**src/rtl/coin_acceptor.sv**
```systemverilog
// Coin acceptor front end: sensor sync/debounce, pulse-width qualification, coin FIFO.
// Optional macro COIN_REJECT_CNT_EN adds an 8-bit saturating reject counter output.
module coin_acceptor #(
  parameter int DEB_CYCLES = 4,
  parameter int MIN_PULSE  = 8,
  parameter int MAX_PULSE  = 64,
  parameter int FIFO_DEPTH = 4
) (
  input  logic       clk,
  input  logic       rst,
  input  logic       sense_5,
  input  logic       sense_10,
  input  logic       coin_ready,
  output logic [1:0] coin,
  output logic       coin_valid,
  output logic       reject,
  output logic       fifo_full
`ifdef COIN_REJECT_CNT_EN
  ,
  output logic [7:0] reject_cnt
`endif
);

  localparam int DW = (DEB_CYCLES > 1) ? $clog2(DEB_CYCLES) : 1;
  localparam int WW = $clog2(MAX_PULSE + 2);
  localparam int AW = $clog2(FIFO_DEPTH);
  localparam int CW = AW + 1;

  typedef enum logic [1:0] {IDLE, MEASURE, REJECT_WAIT} state_t;

  logic [1:0]    raw, sync_meta, sync_q, filt;
  logic [DW-1:0] deb_cnt [2];
  logic          f5, f10;

  state_t        state, state_n;
  logic [1:0]    coin_type, coin_type_n;
  logic [WW-1:0] width, width_n;
  logic          active, other;
  logic          push_req, rej_fsm, reject_q;

  logic [1:0]    mem [FIFO_DEPTH];
  logic [AW-1:0] wr_ptr, rd_ptr;
  logic [CW-1:0] count;
  logic          push, pop, drop;

  assign raw = {sense_10, sense_5};
  assign f5  = filt[0];
  assign f10 = filt[1];

  // Bit 0 is the 5 rs sensor, bit 1 the 10 rs sensor; a level change needs DEB_CYCLES disagreeing cycles.
  always_ff @(posedge clk) begin
    if (rst) begin
      sync_meta  <= '0;
      sync_q     <= '0;
      filt       <= '0;
      deb_cnt[0] <= '0;
      deb_cnt[1] <= '0;
    end else begin
      sync_meta <= raw;
      sync_q    <= sync_meta;
      for (int i = 0; i < 2; i++) begin
        if (sync_q[i] == filt[i]) begin
          deb_cnt[i] <= '0;
        end else if (deb_cnt[i] == DW'(DEB_CYCLES - 1)) begin
          filt[i]    <= sync_q[i];
          deb_cnt[i] <= '0;
        end else begin
          deb_cnt[i] <= deb_cnt[i] + 1'b1;
        end
      end
    end
  end

  assign active = coin_type[0] ? f5  : f10;
  assign other  = coin_type[0] ? f10 : f5;

  always_ff @(posedge clk) begin
    if (rst) begin
      state     <= IDLE;
      coin_type <= 2'b00;
      width     <= '0;
      reject_q  <= 1'b0;
    end else begin
      state     <= state_n;
      coin_type <= coin_type_n;
      width     <= width_n;
      reject_q  <= rej_fsm | drop;
    end
  end

  // Width counts filtered-high cycles including the IDLE cycle that saw the rise.
  always_comb begin
    state_n     = state;
    coin_type_n = coin_type;
    width_n     = width;
    push_req    = 1'b0;
    rej_fsm     = 1'b0;
    unique case (state)
      IDLE: begin
        if (f5 && f10) begin
          state_n = REJECT_WAIT;
          rej_fsm = 1'b1;
        end else if (f5 ^ f10) begin
          state_n     = MEASURE;
          coin_type_n = f5 ? 2'b01 : 2'b10;
          width_n     = WW'(1);
        end
      end
      MEASURE: begin
        if (!active) begin
          if ((width >= WW'(MIN_PULSE)) && (width <= WW'(MAX_PULSE))) push_req = 1'b1;
          else rej_fsm = 1'b1;
          if (other) begin
            state_n = REJECT_WAIT;
            rej_fsm = 1'b1;
          end else begin
            state_n = IDLE;
          end
        end else if (other) begin
          state_n = REJECT_WAIT;
          rej_fsm = 1'b1;
        end else if (width != WW'(MAX_PULSE + 1)) begin
          width_n = width + 1'b1;
        end
      end
      REJECT_WAIT: begin
        if (!f5 && !f10) state_n = IDLE;
      end
      default: state_n = IDLE;
    endcase
  end

  assign coin_valid = (count != '0);
  assign fifo_full  = (count == CW'(FIFO_DEPTH));
  assign pop        = coin_valid && coin_ready;
  assign push       = push_req && (!fifo_full || pop);
  assign drop       = push_req && fifo_full && !pop;
  assign coin       = coin_valid ? mem[rd_ptr] : 2'b00;
  assign reject     = reject_q;

  always_ff @(posedge clk) begin
    if (push) mem[wr_ptr] <= coin_type;
  end

  always_ff @(posedge clk) begin
    if (rst) begin
      wr_ptr <= '0;
      rd_ptr <= '0;
      count  <= '0;
    end else begin
      if (push) wr_ptr <= wr_ptr + 1'b1;
      if (pop)  rd_ptr <= rd_ptr + 1'b1;
      case ({push, pop})
        2'b10:   count <= count + 1'b1;
        2'b01:   count <= count - 1'b1;
        default: count <= count;
      endcase
    end
  end

`ifdef COIN_REJECT_CNT_EN
  always_ff @(posedge clk) begin
    if (rst) reject_cnt <= 8'd0;
    else if (reject_q && (reject_cnt != 8'hFF)) reject_cnt <= reject_cnt + 8'd1;
  end
`endif

endmodule

```
**config.mk**
```make
export PLATFORM = sky130hd
export DESIGN_NAME = coin_acceptor
export DESIGN_NICKNAME = d
export VERILOG_FILES = /design/src/rtl/coin_acceptor.sv
export SDC_FILE = /design/constraint.sdc
export NUM_CORES = 1
export LEC_CHECK = 0
export BUFFER_PORTS_ARGS = -buffer_cell sky130_fd_sc_hd__buf_2
export CAP_MARGIN = 10
export CORE_AREA = 2 2 66 68
export CTS_CLUSTER_DIAMETER = 30
export DETAILED_ROUTE_END_ITERATION = 10
export DIE_AREA = 0 0 68 70
export PLACE_DENSITY = 0.65
export SYNTH_ARGS = -nofsm -noshare
export SYNTH_HDL_FRONTEND = slang
export SYNTH_SLANG_ARGS = --single-unit
```
**constraint.sdc**
```tcl
create_clock -name clk -period 5.6 [get_ports clk]
set_clock_uncertainty 0.2 [all_clocks]
set_input_delay 1.12 -clock clk [delete_from_list [all_inputs] [get_ports clk]]
set_output_delay 1.12 -clock clk [all_outputs]
set_load 0.01 [all_outputs]
```
## After elaboration in Yosys (flattened, before gate mapping)

Memories as Yosys holds them, arrays and structs flattened. A register that Yosys moved wholly into a read port is not among the register bits.
Cells that the tools add are included.

- $add $sub $neg: 7
- Multiply operators: 0
- Divide/modulo/power cells: 0
- $lt $le $gt $ge: 2
- Equality and inequality tests: 18
- Shifts and indexed selects: 0
- Muxes and demuxes: 61
- Bitwise operators: 11
- Reductions and logical operators: 21

Operators by type and width:

| cell | count |
|---|---|
| 1-bit 2-to-1 mux | 36 |
| 7-bit 2-to-1 mux | 5 |
| 2-bit 2-to-1 mux | 16 |
| 7-bit case mux with 2 select lines | 1 |
| 2-bit != test, second input constant | 6 |
| 2-bit by 1-bit adder with 2-bit output, second input constant | 4 |
| 2-bit == test, second input constant | 4 |
| 7-bit by 1-bit adder with 7-bit output, second input constant | 1 |
| 7-bit by 4-bit greater-or-equal comparator with 1-bit output, second input constant | 1 |
| 7-bit less-or-equal comparator, second input constant | 1 |
| 1-bit logical AND | 7 |
| 7-bit != test, second input constant | 1 |
| 1-bit bitwise OR | 7 |
| 3-bit != test, second input constant | 2 |
| 2-bit case mux with 3 select lines | 1 |
| 3-bit case mux with 2 select lines | 1 |
| 3-bit AND reduction | 2 |
| 6-bit AND reduction | 1 |
| 2-bit by 1-bit == test with 1-bit output, second input constant | 2 |
| 1-bit zero test | 4 |
| 2-bit AND reduction | 2 |
| 2-bit nonzero test | 2 |
| 3-bit by 1-bit adder with 3-bit output, second input constant | 1 |
| 3-bit == test, second input constant | 1 |
| 8 further kinds | 11 |

- Flip-flop bits (word level): 25
- Bits in latches: 0
- Bits in writable memories: 12
- Bits in read-only memories: 0
- Bits of input ports: 5
- Word-level logic and storage cells: 133
- Memories kept: 2

Memories:

| memory | depth | width | read ports | clocked after memory_dff | write ports | line | text |
|---|---|---|---|---|---|---|---|
| mem | 4 | 2 | 1 | 1 | 1 | 41 | `logic [1:0] mem [FIFO_DEPTH];` |
| deb_cnt | 2 | 2 | 2 | 0 | 2 | 32 | `logic [DW-1:0] deb_cnt [2];` |

## Depth between registers and ports, before layout

- Depth after elaboration: 8
- Mapped depth: 10

## Worst setup path after synthesis

Ideal clock, no wire load.

- Kind: input -> register
- Start point: input port coin_ready
- End point: register count[2]
- Setup time: 0.123 ns
- Arrival time: 2.264 ns
- Slack: 3.012 ns
- Stages: 7
- Buffers on the path: 0
- Cells stage by stage: nand2_1 > a41oi_1 > fa_1 > inv_1 > a21oi_1 > a22oi_1 > mux2_1

- Word-level cells in the longest chain between the ends: 5
- Elaborated cells between the ends (all ways): 7
- Those cells by class: eq/ne (2); mux (1); reduce/logical (4)

Ends and longest elaborated chain:

| item | line | text |
|---|---|---|
| from (decl) | 13 | `input logic coin_ready,` |
| 1-bit logical AND (*) | 135 | `assign pop = coin_valid && coin_ready;` |
| 1-bit logical OR | 136 | `assign push = push_req && (!fifo_full \|\| pop);` |
| 1-bit logical AND | 136 |  |
| 2-bit by 1-bit == test with 1-bit output / 2-bit == test (equally long branches) | 153 | `case ({push, pop})` |
| 3-bit case mux with 2 select lines / 2-bit nonzero test (equally long branches) | n/a |  |
| to (signal assigned) | 154 | `2'b10: count <= count + 1'b1;` |
| to (signal assigned) | 155 | `2'b01: count <= count - 1'b1;` |
| to (signal assigned) | 156 | `default: count <= count;` |
| to (decl) | 43 | `logic [CW-1:0] count;` |

Mark *: on every way between the ends. The rest lies on a longest branch, timed or not.
A chain may end at the register's enable or synchronous reset.

==> qor.txt <==
Outcome: finished, final reports clean
Slowest-stage cell, CP: mux4_2
Clock latency on the worst-skew pair: 0.29 ns
Final slew viol count: 0
Core box area: 0.00414 mm2
Fin worst setup slack: 2.82 ns
Final Hold Viols: 0
Crit path max fanout: 2
Top achievable clock speed: 0.359 GHz
RD Place Congestion: 0.776
Drt wl/cell: 13.2 um
Starting DRC count in detailed routing: 18
Pwr dens: 268 mW/mm2
RSZ-0062 raised after global routing: false
Post-synth EDFFs: 12
CTS buffer count: 5
Ranking of synthesized cells by area: dfxtp_1 (27%), edfxtp_1 (18%), ha_1 (7.6%)
Boundary pin count: 10
Vias in the first global route: 1,292
Mapped Avg Cell Area: 10.5 um2
Syn Inst Count: 188
Worst slew margin: 67.6%
Period utilization: 49.7%
Slew @ Worst Pin: 0.473 ns
Area delta synth->final: 9.61%
Predominant post-synthesis flop cell: dfxtp_1
CP Capture Type: output pin
Clock root buffer: clkbuf_8
Fin crit period: 2.78 ns
Critical Path AT: 1.46 ns
Required time worst endpoint: 4.28 ns
DRT Pass-1 Iters: 4
Leak: 0.000836 uW
Crit path kind: flip-flop to output pin
Clk pin slew, worst setup/hold paths: 0.07 ns
Cts hold-fix bufs: 0
CP top delay family: multiplexers
Global-route wire length before repair: 5550 um
Max capacitance violation total: 0
Share of cells above drive strength 1: 12.5%
Hold_ws: 0.240 ns
Die ar.: 0.00476 mm2
Synth unique cells: 44
H-tree depth: 2
Antenna diodes: 0
Largest net degree at the start of global routing: 28
Ys async rst share: 0%
Post-DP Area: 0.00204 mm2
Drt drc: 0
Final setup fails: 0
Count leader, synth: dfxtp_1
FILL cells: 382
Die Height: 70 um
Post-place setup slack: 2.78 ns
Initial antenna violation count: 0
GRT Overall Usage: 15.4%
Synth warnings: 0
Pwr Total: 582 uW
WP buf/inv: 1
Area taken by flip-flops and latches: 901 um2
Startpoint class of the critical path: flip-flop
Post-synthesis sequential area ratio: 45.5%
# Post-CTS Setup Buffers: 0
Leading area contributor after synthesis: dfxtp_1
Starting Density: 47.8%
Critical path's largest stage delay: 0.50 ns
Area of the multi-input gates: 988 um2
DP Wirelength: 2440 um
Crit-path cells: mux4_2 > and2_1 > buf_2
Commonest cells post-synth: dfxtp_1 (27), nor2_1 (22), edfxtp_1 (12), ha_1 (12), inv_1 (10)
Maximum vdd drop: 0.000147 V
Final wirelength: 3320 um
CTS tree: yes
Hold Crit Class: flip-flop to flip-flop
Clock buffer depth: 2
Port bufs: 9
Fin Setup TNS: 0 ns
Die width: 68 um
Clock Sinks: 39
Seq cells post-synth: 39
Via count: 1,301
Gr ovfl total: 0
Avg Vias per Cell: 5.16
Post-Syn Area: 0.00198 mm2
Antenna Nets Post-Route: 0
# rows: 24
Design area: 0.00217 mm2
Post_cts resized: 0
Top cell type's share of synthesized area: 27.3%
Layout net count: 217
[per-layer routing]
metal  global-route usage (%)  up-vias  wire, um
met3                     4.83        6       102
li1                         -      668         -
met5                        0        -         0
met2                     25.8       16      1610
met1                     18.1      611      1540
met4                     5.33        0        53
[metrics by stage]
stage	cells	util [%]
after detailed placement	244	49.2
after global routing	252	52.4
after CTS	252	52.4
after global placement	244	49.2
after floorplan	191	-
final	252	52.4
[sequential cells by signal (all words and copies together) (netlist names), 3 cells and up, named ones only]
| register | count |
|---|---|
| width | 7 |
| count | 3 |
| mem | 8 |
| deb_cnt | 4 |
[cells in the final DEF (no fill, tap or decap), drive strengths merged, types with 3 or more instances in the layout]
cell type	synthesis	final
o21ai	7	7
nand2	8	8
clkbuf	2	6
nor3b	3	3
nor3	6	6
ha	12	12
nor2b	7	7
or3	5	5
xnor2	5	5
inv	10	10
conb	1	4
nor2	22	22
a21oi	9	9
and2	6	6
edfxtp	12	12
dfxtp	27	27
nand2b	4	4
mux2i	8	8
nand3	3	3
buf	6	9
[report_power, final]
group          switching (uW)  internal (uW)
logic                    9.38           6.40
registers                2.50            293
clock network            92.0            178
total                     104            478
[final cells by class]
| cell class | count | share of cell area, % |
|---|---|---|
| Multi-Input combinational cell | 134 | 45.6 |
| Sequential cell | 39 | 41.5 |
| Clock buffer | 6 | 3.34 |
| Tap cell | 52 | 3.00 |
| Clock inverter | 2 | 2.77 |
| Timing Repair Buffer | 9 | 2.08 |
| Inverter | 10 | 1.73 |
[worst paths after layout]
kind | from | endpoint | slack, ns | cells past startpoint
setup / recovery | flip-flop | coin[0] | 2.82 | 3
hold / removal | sync_meta[1] | sync_q[1] | 0.24 | 1
setup reg to reg | width[5] | count[2] | 2.91 | 8
hold reg to reg | sync_meta[1] | sync_q[1] | 0.24 | 1
[logic make-up (layout without fill, tap and decap cells)]
group / count (synthesis) / count (layout) / share of synthesized area (%)
xor gates and xnor gates: 7 / 7 / 3.10
adders and majority gates: 13 / 13 / 8.60
DFF: 39 / 39 / 45.5
muxes: 12 / 12 / 7.46
AOI/OAI and AO/OA: 25 / 25 / 8.16
and+or+nand+nor: 73 / 73 / 21.9
other: 1 / 4 / 0.189
buffers and inverters: 18 / 27 / 5.12
No activity file was read; power rests on OpenSTA's default activity.
